--- src/rtl/collector_pkg.sv ---
`default_nettype none
// ============================================================================
// Module      : collector_pkg
// Description : Shared types for the constraint hit collector: FSM state
//               encoding and the packed result record.
// Revision    : 1.0 - initial release
// ============================================================================
package collector_pkg;

    localparam int c_CNT_W = 16;
    localparam int c_ID_W  = 16;

    typedef enum logic [1:0] {
        ST_IDLE = 2'd0,
        ST_RUN  = 2'd1,
        ST_DONE = 2'd2
    } state_t;

    typedef struct packed {
        logic [c_CNT_W-1:0] hits;
        logic [c_CNT_W-1:0] trials;
        logic [c_ID_W-1:0]  first_id;
        logic               found;
        logic               timeout;
    } result_t;

endpackage
`default_nettype wire

--- src/rtl/constraint_hit_collector.sv ---
`default_nettype none
// ============================================================================
// Module      : constraint_hit_collector
// Description : Accepts tagged candidates carrying per-constraint satisfied
//               bits, counts trials and hits, and reports one result record
//               when the hit target or the trial budget is reached.
// Revision    : 1.0 - initial release
// ============================================================================
module constraint_hit_collector
    import collector_pkg::*;
#(
    parameter int N_CONS = 8,
    parameter int CNT_W  = c_CNT_W,
    parameter int ID_W   = c_ID_W
) (
    input  logic              clk,
    input  logic              rst,
    input  logic              start,
    input  logic [CNT_W-1:0]  target_hits,
    input  logic [CNT_W-1:0]  max_trials,
    input  logic              in_valid,
    output logic              in_ready,
    input  logic [ID_W-1:0]   in_id,
    input  logic [N_CONS-1:0] in_cons,
    output logic              res_valid,
    input  logic              res_ready,
    output logic [CNT_W-1:0]  res_hits,
    output logic [CNT_W-1:0]  res_trials,
    output logic [ID_W-1:0]   res_first_id,
    output logic              res_found,
    output logic              res_timeout,
    output logic              busy
);

    localparam logic [CNT_W-1:0] c_ONE = {{(CNT_W-1){1'b0}}, 1'b1};

    state_t           r_state;
    logic [CNT_W-1:0] r_target;
    logic [CNT_W-1:0] r_max;
    result_t          r_res;

    logic             w_accept;
    logic             w_sat;
    logic [CNT_W-1:0] w_trials_next;
    logic [CNT_W-1:0] w_hits_next;
    logic             w_hit_end;
    logic             w_budget_end;

    assign in_ready  = (r_state == ST_RUN);
    assign res_valid = (r_state == ST_DONE);
    assign busy      = (r_state != ST_IDLE);

    assign w_accept      = in_valid & in_ready;
    assign w_sat         = &in_cons;
    assign w_trials_next = r_res.trials + c_ONE;
    assign w_hits_next   = r_res.hits + (w_sat ? c_ONE : '0);
    // Both end conditions use post-increment values; the hit condition has priority.
    assign w_hit_end     = (r_target != '0) && (w_hits_next == r_target);
    assign w_budget_end  = (w_trials_next == r_max);

    always_ff @(posedge clk or posedge rst) begin
        if (rst) begin
            r_state  <= ST_IDLE;
            r_target <= '0;
            r_max    <= '0;
            r_res    <= '0;
        end else begin
            case (r_state)
                ST_IDLE: begin
                    if (start) begin
                        r_target <= target_hits;
                        r_max    <= max_trials;
                        r_res    <= '0;
                        if (max_trials == '0) begin
                            r_res.timeout <= 1'b1;
                            r_state       <= ST_DONE;
                        end else begin
                            r_state <= ST_RUN;
                        end
                    end
                end
                ST_RUN: begin
                    if (w_accept) begin
                        r_res.trials <= w_trials_next;
                        r_res.hits   <= w_hits_next;
                        if (w_sat && !r_res.found) begin
                            r_res.first_id <= in_id;
                            r_res.found    <= 1'b1;
                        end
                        if (w_hit_end) begin
                            r_res.timeout <= 1'b0;
                            r_state       <= ST_DONE;
                        end else if (w_budget_end) begin
                            r_res.timeout <= (r_target != '0);
                            r_state       <= ST_DONE;
                        end
                    end
                end
                ST_DONE: begin
                    // A start coinciding with the handshake is deliberately dropped.
                    if (res_ready) begin
                        r_state <= ST_IDLE;
                    end
                end
                default: begin
                    r_state <= ST_IDLE;
                end
            endcase
        end
    end

    assign res_hits     = r_res.hits;
    assign res_trials   = r_res.trials;
    assign res_first_id = r_res.first_id;
    assign res_found    = r_res.found;
    assign res_timeout  = r_res.timeout;

endmodule
`default_nettype wire

--- config.mk ---
export PLATFORM = sky130hd
export DESIGN_NAME = constraint_hit_collector
export DESIGN_NICKNAME = d
export VERILOG_FILES = /design/src/rtl/collector_pkg.sv /design/src/rtl/constraint_hit_collector.sv
export SDC_FILE = /design/constraint.sdc
export NUM_CORES = 1
export LEC_CHECK = 0
export ABC_CLOCK_PERIOD_IN_PS = 4900
export CELL_PAD_IN_SITES_DETAIL_PLACEMENT = 1
export CELL_PAD_IN_SITES_GLOBAL_PLACEMENT = 1
export CORE_ASPECT_RATIO = 1.1
export CORE_MARGIN = 4
export CORE_UTILIZATION = 40
export DETAILED_ROUTE_END_ITERATION = 16
export GPL_TIMING_DRIVEN = 0
export PLACE_DENSITY = 0.94
export SETUP_SLACK_MARGIN = 0.5
export SLEW_MARGIN = 10
export SYNTH_ARGS = -nofsm -noshare
export SYNTH_HDL_FRONTEND = slang
export SYNTH_SLANG_ARGS = --single-unit
--- constraint.sdc ---
create_clock -name clk -period 4.9 [get_ports clk]
set_clock_uncertainty 0.2 [all_clocks]
set_input_delay 1.225 -clock clk [delete_from_list [all_inputs] [get_ports clk]]
set_output_delay 1.225 -clock clk [all_outputs]
set_load 0.02 [all_outputs]
==> results.yml, run 1 <==
synth:
  ys_dominant_reg_cell: "sky130_fd_sc_hd__dfrtp_1"
  synth_edf_count: 0
  number_of_library_cell_types_mapped_by_synthesis: 52
  synth-warning-count: 0
  synthesis.area_um2: 4650
  synth.ff_latch_count: 84
  synth_largest_area_cell: "sky130_fd_sc_hd__dfrtp_1"
  syn-mean-instance-area_um2: 8.80
  synth_seq_area_share_pct: 45.2
  synth_async_sr_flop_share_pct: 100
  postSynthCellCount: 528
  synth_top_area_share_pct: 45.2
  synth_top_cells_by_area: "sky130_fd_sc_hd__dfrtp_1, sky130_fd_sc_hd__nand2_1, sky130_fd_sc_hd__o21ai_0"
  mapped_nets: 592
cells_and_area:
  most_common_library_cell_in_the_layout_ignoring_fill_and_taps: "sky130_fd_sc_hd__nand2_1"
  mostFrequentLayoutCells: "sky130_fd_sc_hd__nand2_1, sky130_fd_sc_hd__clkdlybuf4s50_1, sky130_fd_sc_hd__dfrtp_1"
  drive_gt1_share_pct: 6.53
  finish.net_count: 719
  finalCoreUtilization_pct: 55.2
  antenna-diode-count: 0
  area.growth.synth_to_final_pct: 36.0
sta:
  holdWs_ns: 0.300
  fmaxAchievable_mhz: 237
  setup_viol: 0
  layout_min_cycle_time_ns: 4.21
  fin_setup_tns_ns: 0
  rsz0062_at_grt: "no"
  maxSlewViolCount: 0
  final.period_utilization_pct: 85.9
  worst-slew-pin-transition_ns: 0.706
  layout_setup_ws_ns: 0.689
  timing_hold_violations_final: 0
  slew-limit-headroom_pct: 52.9
worst_setup_path:
  crit_type: "in -> reg"
  crit_arrival_ns: 4.25
  critical_path.startpoint_type: "input port"
  worstPathMaxFanout: 6
  cp_data_required_time_ns: 4.94
  worstSetupEndpointType: "register"
  rr_worst_depth: 7
global_route:
  vias_in_the_first_global_route: 5091
  grt_first_pass_wirelength_mm: 26.4
  grt_antenna_before_repair: 0
  grt_usage_pct: 24.8
  grt_overflow_total: 0
  grt_start_max_net_pins: 63
pwr:
  ir_worst_vdd_mv: 0.253
  cellInternalPower_mw: 1.64
  p_leak_nw: 2.71
  power-per-cell-area_nw_per_um2: 419
  power_frac_comb_pct: 34.5
  clock_power_share_pct: 26.4
  power.share.sequential_pct: 39.1
  netSwitchingPower_mw: 1.00
  power_switching_share_pct: 38.0
drt:
  met2WireLength_mm: 8.74
  detailedRoute.firstPassIterationCount: 4
  via_per_inst: 5.79
  wire_per_inst_um: 20.8
  top_layer: "met4"
  wirelength_mm: 16.8
  vias: 4682
  drcViolationCount: 0
  wl_met3_um: 859
  antenna_viol_nets_final: 0
  drt_iter0_drc: 194
  drt-met1-wl_mm: 6.46
clock_tree:
  cts_max_path_buffers: 2
  ctsHoldBuffers: 0
  root_buffer: "sky130_fd_sc_hd__clkbuf_16"
  cts_made_buffers: 9
  clock_tree_from_tritoncts: "done"
  cts_sinks: 84
  htree_num_levels: 3
  clkLatencyLatePin_ns: 0.35
  cts.clk_slew.worst_paths_ns: 0.06
floorplanning:
  floorplan.die_area_um2: 13400
  start_util_pct: 40.6
  ports_placed_on_the_boundary: 114
  fp.dieW_um: 111
  core_area_um2: 11400
  fp-row-count: 41
  die_h_um: 121
placement:
  port-buffer-count: 113
  globalplace.congestion: 0.885
  detailed_place_hpwl_mm: 11.9
  pre_cts_setup_slack_ns: 0.297
min_path:
  whs_path_depth: 2
  hold_path.class: "reg -> reg"
outcome:
  status: "completed"
run:
  cap_violations: 0
==> sequential cells by signal (all words and copies together) (netlist names) <==
signal / flops
res_found: 1
res_trials: 16
r_target: 16
r_state: 2
res_timeout: 1
r_max: 16
res_hits: 16
res_first_id: 16
==> cells in the mapped netlist (2+ instances only) <==
library cell	n
sky130_fd_sc_hd__nand2_1	122
sky130_fd_sc_hd__dfrtp_1	84
sky130_fd_sc_hd__o21ai_0	49
sky130_fd_sc_hd__nor2_1	27
sky130_fd_sc_hd__xnor2_1	25
sky130_fd_sc_hd__clkbuf_1	22
sky130_fd_sc_hd__a22o_1	20
sky130_fd_sc_hd__nand4_1	17
sky130_fd_sc_hd__xor2_1	16
sky130_fd_sc_hd__nand3_1	15
sky130_fd_sc_hd__a21oi_1	12
sky130_fd_sc_hd__inv_1	11
sky130_fd_sc_hd__o31ai_1	11
sky130_fd_sc_hd__nor4_1	10
sky130_fd_sc_hd__and3_1	8
sky130_fd_sc_hd__a31oi_1	5
sky130_fd_sc_hd__buf_2	5
sky130_fd_sc_hd__and2_1	4
sky130_fd_sc_hd__and4_1	4
sky130_fd_sc_hd__nand2b_1	4
sky130_fd_sc_hd__nor3_1	4
sky130_fd_sc_hd__clkbuf_2	3
sky130_fd_sc_hd__ha_1	3
sky130_fd_sc_hd__mux2i_1	3
sky130_fd_sc_hd__nor4_2	3
sky130_fd_sc_hd__o21ai_1	3
sky130_fd_sc_hd__o41ai_1	3
sky130_fd_sc_hd__a221oi_1	2
sky130_fd_sc_hd__and3b_1	2
sky130_fd_sc_hd__buf_1	2
sky130_fd_sc_hd__nand3_2	2
sky130_fd_sc_hd__nand3b_1	2
sky130_fd_sc_hd__nor2b_1	2
sky130_fd_sc_hd__nor3b_1	2
sky130_fd_sc_hd__nor4_4	2
sky130_fd_sc_hd__o211ai_1	2
sky130_fd_sc_hd__or3_1	2
==> power by group through the flow <==
stage	Clock, mW	Sequential (mW)	Combinational (mW)
after floorplan	0	1.03	0.525
after global placement	0	1.02	0.818
after detailed placement	0	1.04	0.869
after CTS	0.700	1.03	0.902
after global routing	0.720	1.05	0.996
final	0.698	1.03	0.914
==> repair_timing <==
action	CTS	global route
setup endpoints to repair	0	3
setup buffers	0	2
gates resized for setup	0	5
==> final cells by class <==
type	instances	area (um2)
Inverter	11	43.8
Fill cell	1330	5120
Timing Repair Buffer	116	1170
Tap cell	150	188
Clock inverter	4	50.0
Clock buffer	11	243
Buffer	33	139
Sequential cell	84	2100
Multi-Input combinational cell	400	2380
==> worst paths after layout <==
path | start | to | slack [ns]
min | r_max[7] | r_max[7] | 0.30
max reg2reg | r_state[0] | res_first_id[2] | 1.82
max | in_cons[0] | r_state[0] | 0.69
max in group asynchronous | rst | res_trials[1] | 2.88
min in group asynchronous | rst | res_first_id[8] | 0.99
min reg2reg | r_max[7] | r_max[7] | 0.30
==> per-layer routing <==
metal	vias to the layer above	track usage, %
li1	2111	-
met1	2335	28.8
met2	175	44.0
met3	61	3.24
met4	0	14.5
met5	-	0
==> kinds of logic after synthesis <==
logic type                 count (synthesis)  share of synthesized area, %
muxes                                      4                         0.889
xor gates and xnor gates                  41                          7.73
buffers and inverters                     44                          3.85
AOI/OAI and AO/OA                        112                          15.2
adders and majority gates                  3                         0.808
DFF                                       84                          45.2
and+or+nand+nor                          240                          26.3
==> worst max-delay path: stages <==
cell	delay, ns
sky130_fd_sc_hd__clkdlybuf4s50_1	0.49
sky130_fd_sc_hd__nand4_1	0.18
sky130_fd_sc_hd__nor2_2	0.21
sky130_fd_sc_hd__ha_2	0.29
sky130_fd_sc_hd__nand4_1	0.24
sky130_fd_sc_hd__or3_1	0.39
sky130_fd_sc_hd__a32oi_1	0.24
sky130_fd_sc_hd__a21oi_1	0.14
sky130_fd_sc_hd__nor4_4	0.31
sky130_fd_sc_hd__and4_4	0.28
sky130_fd_sc_hd__o21ai_1	0.07
sky130_fd_sc_hd__a22o_1	0.19
==> stage by stage <==
stage	total power, mW	std cells	cell area [um2]
finish	2.65	809	6320
global route	2.77	809	6320
CTS	2.63	807	6290
detailed placement	1.91	792	5990
global placement	1.84	791	5960
floorplan	1.55	528	4650
Power figures use the tool's default switching activity.
==> inputs of run 2 (changes only) <==
Settings changed: CORE_MARGIN 4 to 10.
==> results.yml, run 2 (synthesized netlist as in run 1, its figures left out) <==
worst_setup_path:
  worstPathMaxFanout: 6
  worstSetupEndpointType: "register"
  cp_data_required_time_ns: 4.94
  critical_path.startpoint_type: "input port"
  crit_type: "in -> reg"
  crit_arrival_ns: 4.29
sta:
  worst-slew-pin-transition_ns: 0.724
  fmaxAchievable_mhz: 235
  maxSlewViolCount: 0
  layout_min_cycle_time_ns: 4.26
  timing_hold_violations_final: 0
  fin_setup_tns_ns: 0
  setup_viol: 0
  final.period_utilization_pct: 86.9
  rsz0062_at_grt: "no"
  holdWs_ns: 0.298
  slew-limit-headroom_pct: 51.7
outcome:
  status: "completed"
floorplanning:
  start_util_pct: 40.6
  floorplan.die_area_um2: 16300
  fp-row-count: 41
  core_area_um2: 11400
  fp.dieW_um: 123
  die_h_um: 133
  ports_placed_on_the_boundary: 114
cells_and_area:
  mostFrequentLayoutCells: "sky130_fd_sc_hd__nand2_1, sky130_fd_sc_hd__clkdlybuf4s50_1, sky130_fd_sc_hd__dfrtp_1"
  seq_area_um2: 2100
  multiInputGateArea_um2: 2370
  drive_gt1_share_pct: 6.21
  most_common_library_cell_in_the_layout_ignoring_fill_and_taps: "sky130_fd_sc_hd__nand2_1"
  finish.net_count: 719
  filler_instances: 1327
  area.growth.synth_to_final_pct: 35.8
  finalInstanceArea_um2: 6310
drt:
  antenna_viol_nets_final: 0
  wirelength_mm: 18.0
  vias: 4725
  via_per_inst: 5.82
  drcViolationCount: 0
  detailedRoute.firstPassIterationCount: 5
  drt_iter0_drc: 322
  wire_per_inst_um: 22.2
pwr:
  p_leak_nw: 2.71
  power-per-cell-area_nw_per_um2: 418
  ir_worst_vdd_mv: 0.234
  power.total_mw: 2.63
placement:
  globalplace.congestion: 0.891
  detailed_place_hpwl_mm: 13.1
  dpl-instance-area_um2: 5990
  port-buffer-count: 113
clock_tree:
  root_buffer: "sky130_fd_sc_hd__clkbuf_16"
  cts_sinks: 84
  clkLatencyLatePin_ns: 0.34
  cts_max_path_buffers: 2
  cts.clk_slew.worst_paths_ns: 0.07
  clock_tree_from_tritoncts: "done"
  ctsHoldBuffers: 0
  cts_made_buffers: 9
  htree_num_levels: 3
global_route:
  grt_overflow_total: 0
  vias_in_the_first_global_route: 5090
  grt_usage_pct: 21.6
  grt_start_max_net_pins: 53
  grt_first_pass_wirelength_mm: 27.6
  grt_antenna_before_repair: 2
run:
  cap_violations: 0
min_path:
  hold_path.class: "reg -> reg"
==> run 2: cell count changes in the layout (fill, tap and decap cells not counted), sizes merged <==
cell / delta
diode: +2
clkbuf: +1
==> run 2: worst max-delay path, cell delays in order <==
cell                              delay (ns)
sky130_fd_sc_hd__clkdlybuf4s50_1        0.46
sky130_fd_sc_hd__nand4_1                0.22
sky130_fd_sc_hd__nor2_2                 0.24
sky130_fd_sc_hd__ha_1                   0.31
sky130_fd_sc_hd__nand4_1                0.26
sky130_fd_sc_hd__or3_1                  0.37
sky130_fd_sc_hd__a32oi_1                0.19
sky130_fd_sc_hd__a21oi_1                0.10
sky130_fd_sc_hd__nor4_2                 0.34
sky130_fd_sc_hd__and4_4                 0.30
sky130_fd_sc_hd__o21ai_1                0.08
sky130_fd_sc_hd__a22o_1                 0.20
==> run 2: metrics by stage <==
step                      cells  util, %  worst slack [ns]
after detailed placement    792     52.4             0.371
after CTS                   808     54.9             0.641
after floorplan             528        -              1.29
after global routing        812     55.1             0.442
final                       812     55.1             0.643
after global placement      791     52.1           -0.0289
==> run 2: repair_timing <==
action | in CTS | in global routing
setup buffers | 0 | 2
resized for setup | 0 | 3
endpoints found under the setup margin | 0 | 2
==> run 2: final timing paths <==
kind                       cells after the start     startpoint         endpoint  slack, ns
setup / recovery                              12     in_cons[6]       r_state[0]       0.64
hold / removal                                 2      r_max[10]        r_max[10]       0.30
setup reg to reg                               9  res_trials[0]       r_state[0]       1.71
hold reg to reg                                2      r_max[10]        r_max[10]       0.30
max in group asynchronous                      3            rst    res_trials[3]       2.82
min in group asynchronous                      2            rst  res_first_id[7]       1.05
==> run 2: cell type report <==
cell class / instances / share of cell area [%]
Antenna cell: 2 / 0.0793
Buffer: 33 / 2.20
Clock buffer: 12 / 3.75
Clock inverter: 4 / 0.793
Inverter: 11 / 0.694
Multi-Input combinational cell: 400 / 37.6
Sequential cell: 84 / 33.3
Tap cell: 150 / 2.98
Timing Repair Buffer: 116 / 18.6
==> run 2: routing by layer <==
metal  track usage, %  wire [um]
met5                0          0
met2             38.6       9520
met4             11.3        714
met3             4.04        927
met1             23.2       6840
==> run 2: power breakdown <==
part           internal [mW]  switching [mW]
clock network          0.395           0.289
logic                  0.382           0.535
registers              0.853           0.181
==> inputs of run 3 (changes only) <==
Settings changed: SKIP_LAST_GASP set to 1.
==> results of run 3 <==
Same layout as run 2: the final DEF is identical, and so are final timing and power.
